==> src/rtl/ov7670_pkg.sv <==
// rtl/ov7670_pkg.sv - shared types and resolution defaults for the OV7670 capture path
package ov7670_pkg;

    localparam int DEFAULT_WIDTH  = 640;
    localparam int DEFAULT_HEIGHT = 480;

    typedef enum logic [1:0] {
        IDLE,
        SYNC,
        ACTIVE,
        DONE
    } state_t;

    typedef logic [11:0] pixel_t;

    function automatic logic [3:0] pix_r(input pixel_t p);
        return p[11:8];
    endfunction

    function automatic logic [3:0] pix_g(input pixel_t p);
        return p[7:4];
    endfunction

    function automatic logic [3:0] pix_b(input pixel_t p);
        return p[3:0];
    endfunction

    function automatic pixel_t pix_make(input logic [3:0] r, input logic [3:0] g, input logic [3:0] b);
        return {r, g, b};
    endfunction

endpackage

==> src/rtl/ov7670_pixel_pack.sv <==
// rtl/ov7670_pixel_pack.sv - pairs camera bytes into RGB444 pixels and issues the write strobe
module ov7670_pixel_pack
    import ov7670_pkg::*;
(
    input  logic       pclk,
    input  logic       rst_n,
    input  logic       enable,
    input  logic       allow,
    input  logic       href_q,
    input  logic [7:0] d_q,
    output logic       pair_done,
    output logic       w_en,
    output pixel_t     w_data
);

    logic       phase;
    logic [3:0] r_q;

    // A pair completes on the second byte; a pair cut short by href or enable is dropped.
    assign pair_done = enable && href_q && phase;

    always_ff @(posedge pclk or negedge rst_n) begin
        if (!rst_n) begin
            phase  <= 1'b0;
            r_q    <= '0;
            w_en   <= 1'b0;
            w_data <= '0;
        end else begin
            w_en <= pair_done && allow;
            if (pair_done && allow) begin
                w_data <= pix_make(r_q, d_q[7:4], d_q[3:0]);
            end
            if (enable && href_q) begin
                phase <= ~phase;
                if (!phase) begin
                    r_q <= d_q[3:0];
                end
            end else begin
                phase <= 1'b0;
            end
        end
    end

endmodule

==> src/rtl/ov7670_capture.sv <==
// rtl/ov7670_capture.sv - OV7670 frame capture: frame FSM, line/address counters and status flags
module ov7670_capture
    import ov7670_pkg::*;
#(
    parameter int RESOLUTION_WIDTH  = DEFAULT_WIDTH,
    parameter int RESOLUTION_HEIGHT = DEFAULT_HEIGHT,
    parameter int AW                = $clog2(RESOLUTION_WIDTH * RESOLUTION_HEIGHT) + 1
) (
    input  logic          pclk,
    input  logic          rst_n,
    input  logic          cap_en,
    input  logic          vsync,
    input  logic          href,
    input  logic [7:0]    d,
    output logic          w_clk,
    output logic          w_en,
    output logic [AW-1:0] w_addr,
    output logic [11:0]   w_data,
    output logic          frame_done,
    output logic          frame_ok,
    output logic          line_err,
    output logic          overflow
);

    localparam int NPIX = RESOLUTION_WIDTH * RESOLUTION_HEIGHT;
    localparam int BCW  = $clog2(2 * RESOLUTION_WIDTH + 2);
    localparam int LCW  = $clog2(RESOLUTION_HEIGHT + 2);

    logic           vsync_q, href_q, href_qq;
    logic [7:0]     d_q;
    state_t         state, state_nxt;
    logic [BCW-1:0] byte_cnt, byte_nxt;
    logic [LCW-1:0] lines, lines_nxt;
    logic           line_err_nxt, overflow_nxt, frame_ok_nxt;
    logic           start;
    logic           full;
    logic           pair_done;
    pixel_t         pix;

    assign w_clk      = pclk;
    assign frame_done = (state == DONE);
    assign full       = (w_addr == AW'(NPIX));
    assign w_data     = pix;

    ov7670_pixel_pack u_pack (
        .pclk      (pclk),
        .rst_n     (rst_n),
        .enable    ((state == ACTIVE) && !vsync_q),
        .allow     (!full),
        .href_q    (href_q),
        .d_q       (d_q),
        .pair_done (pair_done),
        .w_en      (w_en),
        .w_data    (pix)
    );

    always_comb begin
        state_nxt    = state;
        byte_nxt     = byte_cnt;
        lines_nxt    = lines;
        line_err_nxt = line_err;
        overflow_nxt = overflow;
        frame_ok_nxt = frame_ok;
        start        = 1'b0;
        case (state)
            IDLE: begin
                if (cap_en && vsync_q) begin
                    state_nxt = SYNC;
                end
            end
            SYNC: begin
                if (!vsync_q) begin
                    state_nxt    = ACTIVE;
                    start        = 1'b1;
                    byte_nxt     = '0;
                    lines_nxt    = '0;
                    line_err_nxt = 1'b0;
                    overflow_nxt = 1'b0;
                end
            end
            ACTIVE: begin
                if (href_q && (byte_cnt != '1)) begin
                    byte_nxt = byte_cnt + 1'b1;
                end
                if (href_qq && !href_q) begin
                    byte_nxt = '0;
                    if (lines != '1) begin
                        lines_nxt = lines + 1'b1;
                    end
                    if (byte_cnt != BCW'(2 * RESOLUTION_WIDTH)) begin
                        line_err_nxt = 1'b1;
                    end
                end
                if (pair_done && full) begin
                    overflow_nxt = 1'b1;
                end
                // vsync_q was low on entry, so any high here is the closing rising edge.
                if (vsync_q) begin
                    state_nxt = DONE;
                    if (href_q) begin
                        line_err_nxt = 1'b1;
                    end
                    frame_ok_nxt = !line_err_nxt && !overflow_nxt &&
                                   (lines_nxt == LCW'(RESOLUTION_HEIGHT));
                end
            end
            DONE: begin
                state_nxt = cap_en ? SYNC : IDLE;
            end
            default: state_nxt = IDLE;
        endcase
    end

    always_ff @(posedge pclk or negedge rst_n) begin
        if (!rst_n) begin
            vsync_q  <= 1'b0;
            href_q   <= 1'b0;
            href_qq  <= 1'b0;
            d_q      <= '0;
            state    <= IDLE;
            byte_cnt <= '0;
            lines    <= '0;
            line_err <= 1'b0;
            overflow <= 1'b0;
            frame_ok <= 1'b0;
            w_addr   <= '0;
        end else begin
            vsync_q  <= vsync;
            href_q   <= href;
            href_qq  <= href_q;
            d_q      <= d;
            state    <= state_nxt;
            byte_cnt <= byte_nxt;
            lines    <= lines_nxt;
            line_err <= line_err_nxt;
            overflow <= overflow_nxt;
            frame_ok <= frame_ok_nxt;
            if (start) begin
                w_addr <= '0;
            end else if (w_en) begin
                w_addr <= w_addr + 1'b1;
            end
        end
    end

endmodule

==> config.mk <==
export PLATFORM = sky130hd
export DESIGN_NAME = ov7670_capture
export DESIGN_NICKNAME = d
export VERILOG_FILES = /design/src/rtl/ov7670_pkg.sv /design/src/rtl/ov7670_pixel_pack.sv /design/src/rtl/ov7670_capture.sv
export SDC_FILE = /design/constraint.sdc
export NUM_CORES = 1
export LEC_CHECK = 0
export ABC_AREA = 1
export CAP_MARGIN = 0
export CORE_ASPECT_RATIO = 0.5
export CORE_MARGIN = 5
export CORE_UTILIZATION = 62
export CTS_BUF_LIST = sky130_fd_sc_hd__clkbuf_8
export DETAILED_ROUTE_END_ITERATION = 6
export PLACE_DENSITY = 0.95
export SETUP_SLACK_MARGIN = 0.1
export SKIP_LAST_GASP = 1
export SYNTH_ARGS = -nofsm -noshare
export SYNTH_HDL_FRONTEND = slang
export SYNTH_SLANG_ARGS = --single-unit
export TNS_END_PERCENT = 30
==> constraint.sdc <==
create_clock -name pclk -period 4 [get_ports pclk]
set_input_delay 1.2 -clock pclk [delete_from_list [all_inputs] [get_ports pclk]]
set_output_delay 1.2 -clock pclk [all_outputs]
set_load 0.01 [all_outputs]
==> impl_results.md <==
- Mapped cell area: 3950 sq um
- Crit path buffers/inverters: 3
- Crit Path Class: clock port to output pin
- Crit-path max FO: 2
- Pre-CTS setup slack: 0.351 ns
- Hold_buf cts: 0
- Final Util: 77.7%
- Placed wire-length estimate: 6450 um
- Die Y: 66.4 um
- Via Count: 3501
- Syn Area/Cell: 8.38 sq um
- Mapped Cells: 471
- CTS tree: done
- GRT Util Overall: 26.1%
- Initial drt markers: 311
- Status: finished clean
- Layout cell share with drive strength beyond 1: 14.6%
- Dpl cell area: 4500 sq um
- Crit path top cell by count: clkbuf_8
- Worst-path cell chain: clkbuf_8 -> clkbuf_8 -> dlygate4sd2_1
- Hold crit path type: flop to flop
- TNS Setup: 0 ns
- Global route total overflow: 0
- Critical Path Source Type: clock port
- Slowest stage delay, CP: 0.27 ns
- Synthesized Nets: 494
- GP Congestion: 0.888
- First-pass GRT wire length: 16400 um
- Post-Layout Inst Area: 4760 sq um
- ANT nets after route: 0
- Pwr per Cell Area: 511 nW/um^2
- Worst VDD drop: 0.407 mV
- Largest net degree at the start of global routing: 29
- Critical Path RT: 2.80 ns
- Row count: 20
- Unique cell type count in the Yosys netlist: 38
- Synthesis-to-layout area growth: 20.8%
- Number of global-route vias before repair: 3520
- Core area: 6130 sq um
- Initial Util: 64.3%
- Chip width: 123 um
- Max-cap violation count: 0
- Final Hold Fails: 0
- LEAKAGE: 2.29 nW
- Fin nets: 552
- # diodes: 0
- Worst-path clk slew: 0.08 ns
- Final setup fails: 0
- Wire per inst: 15.2 um
- Initial antenna violation count: 0
- Reg2reg setup slack: 1.61 ns
- Latest clock arrival within the worst-skew pair: 0.47 ns
- Setup WS post-layout: 0.303 ns
- Unrepaired setup endpoints after global routing: no
- Delay-heaviest family, CP: buffers and inverters
- Crit path arrival time: 2.50 ns
- Buffers on Ports: 50
- Register area share after synthesis: 46.9%
- Max-slew violation count: 0
- Post-cts sizing count: 1
- # IOs: 51
- DRC viols: 0
- Yosys warns: 0
- Crit path max-delay cell type: dlygate4sd2_1
- Worst rel slew slack: 63.7%
- Routed wire length: 9480 um
- Die area: 8160 sq um
- Setup repair bufs after CTS: 0
- Setup Skew: 0.00921 ns
- Critical path capture point type: output pin
- DR vias/cell: 5.63
- 1st-pass router iterations: 5
- Slew @ Worst Pin: 0.543 ns
- Synthesized flop and latch total: 74
[power by group]
part | internal, mW | total, mW | switching [mW]
combinational | 0.259 | 0.759 | 0.501
sequential | 0.846 | 0.921 | 0.0757
clock | 0.442 | 0.752 | 0.310
total | 1.55 | 2.43 | 0.887
[per-stage QoR]
step | hold slack (ns) | power (mW) | instances
4_1_cts | 0.446 | 2.43 | 622
3_3_place_gp | 0.420 | 1.64 | 603
6_report | 0.446 | 2.43 | 622
2_1_floorplan | 0.415 | 1.46 | 471
5_1_grt | 0.462 | 2.56 | 622
3_5_place_dp | 0.426 | 1.69 | 603
[per-layer routing]
metal / part of all wire (%) / GRT usage (%)
met1: 41 / 30.6
met2: 50 / 44.1
met3: 6.7 / 8.46
met4: 2.7 / 12.1
met5: 0 / 0
[layout make-up]
type	instances	area (sq um)
Clock buffer	14	188
Clock inverter	6	90.1
Fill cell	371	1370
Inverter	68	260
Multi-Input combinational cell	321	1760
Sequential cell	74	1850
Tap cell	88	110
Timing Repair Buffer	51	500
[cell usage in the layout, fill, tap and decap left out, types with 2 or more instances in the layout]
cell and instances:
nand3b_1 3, o21ai_2 6, dfrtp_1 74, nor2_1 40, clkbuf_8 13, nor2_8 2
buf_4 2, a21oi_1 20, nor3_1 10, clkdlybuf4s50_1 48, inv_2 9, nand4_1 8
nand3_2 10, inv_4 2, ha_1 10, clkinv_4 2, nand2_2 4, inv_1 57
o21ai_0 25, nand3_1 32, o22ai_1 6, nand2_4 5, xor2_1 3, bufinv_16 2
nor2_2 5, nand2_1 113, nor2_4 7
[cells in the mapped netlist (all sizes together)]
cell type  count  area [sq um]
a31o           1          8.76
nand2        122           505
nor3          11          60.1
o221ai         1          8.76
nand4          9          62.6
a211oi         1          7.51
inv           68           260
clkbuf         1          3.75
xnor2          1          8.76
o21ai         32           183
xor2           3          26.3
nand3         43           278
buf            7          65.1
ha            10           125
nor2          54           300
nand3b         3          22.5
a22oi          1          7.51
o22ai          6          37.5
a21oi         21           109
dfrtp         74          1850
and3           2          13.8
[state kept, by name, indices dropped and copies added, names as in the netlist]
signal and count:
d_q 8, byte_cnt 11, vsync_q 1, u_pack.w_en 1, frame_ok 1, overflow 1, line_err 1, state 2
u_pack.phase 1, u_pack.w_data 12, href_qq 1, w_addr 20, href_q 1, lines 9, u_pack.r_q 4
[path summary, 6_finish.rpt]
check | cells past startpoint | to | start
max in group asynchronous | 2 | w_addr[9]$_DFFE_PN0P_ | rst_n
worst max register to register | 10 | u_pack.w_data[9]$_DFFE_PN0P_ | state[0]$_DFFE_PN0P_
worst min-delay path | 2 | u_pack.w_data[7]$_DFFE_PN0P_ | d_q[7]$_DFF_PN0_
worst max-delay path | 3 | w_clk | pclk
min in group asynchronous | 1 | u_pack.w_data[5]$_DFFE_PN0P_ | rst_n
worst min register to register | 2 | u_pack.w_data[7]$_DFFE_PN0P_ | d_q[7]$_DFF_PN0_
[cell families (layout without fill, tap and decap cells)]
| logic type | after synthesis | count (layout) | synth area share, % |
|---|---|---|---|
| buffers and inverters | 76 | 139 | 8.34 |
| adders and majority gates | 10 | 10 | 3.17 |
| AOI/OAI and AO/OA | 63 | 63 | 9.17 |
| and+or+nand+nor | 244 | 244 | 31.5 |
| xor gates and xnor gates | 4 | 4 | 0.888 |
| DFF | 74 | 74 | 46.9 |
[tightest hold or removal path, cell delays in order, from the launching register on]
cell and delay (ns):
dfrtp_1 0.33, nand2_1 0.05, nand2_1 0.04
No activity file was read; power rests on OpenSTA's default activity.
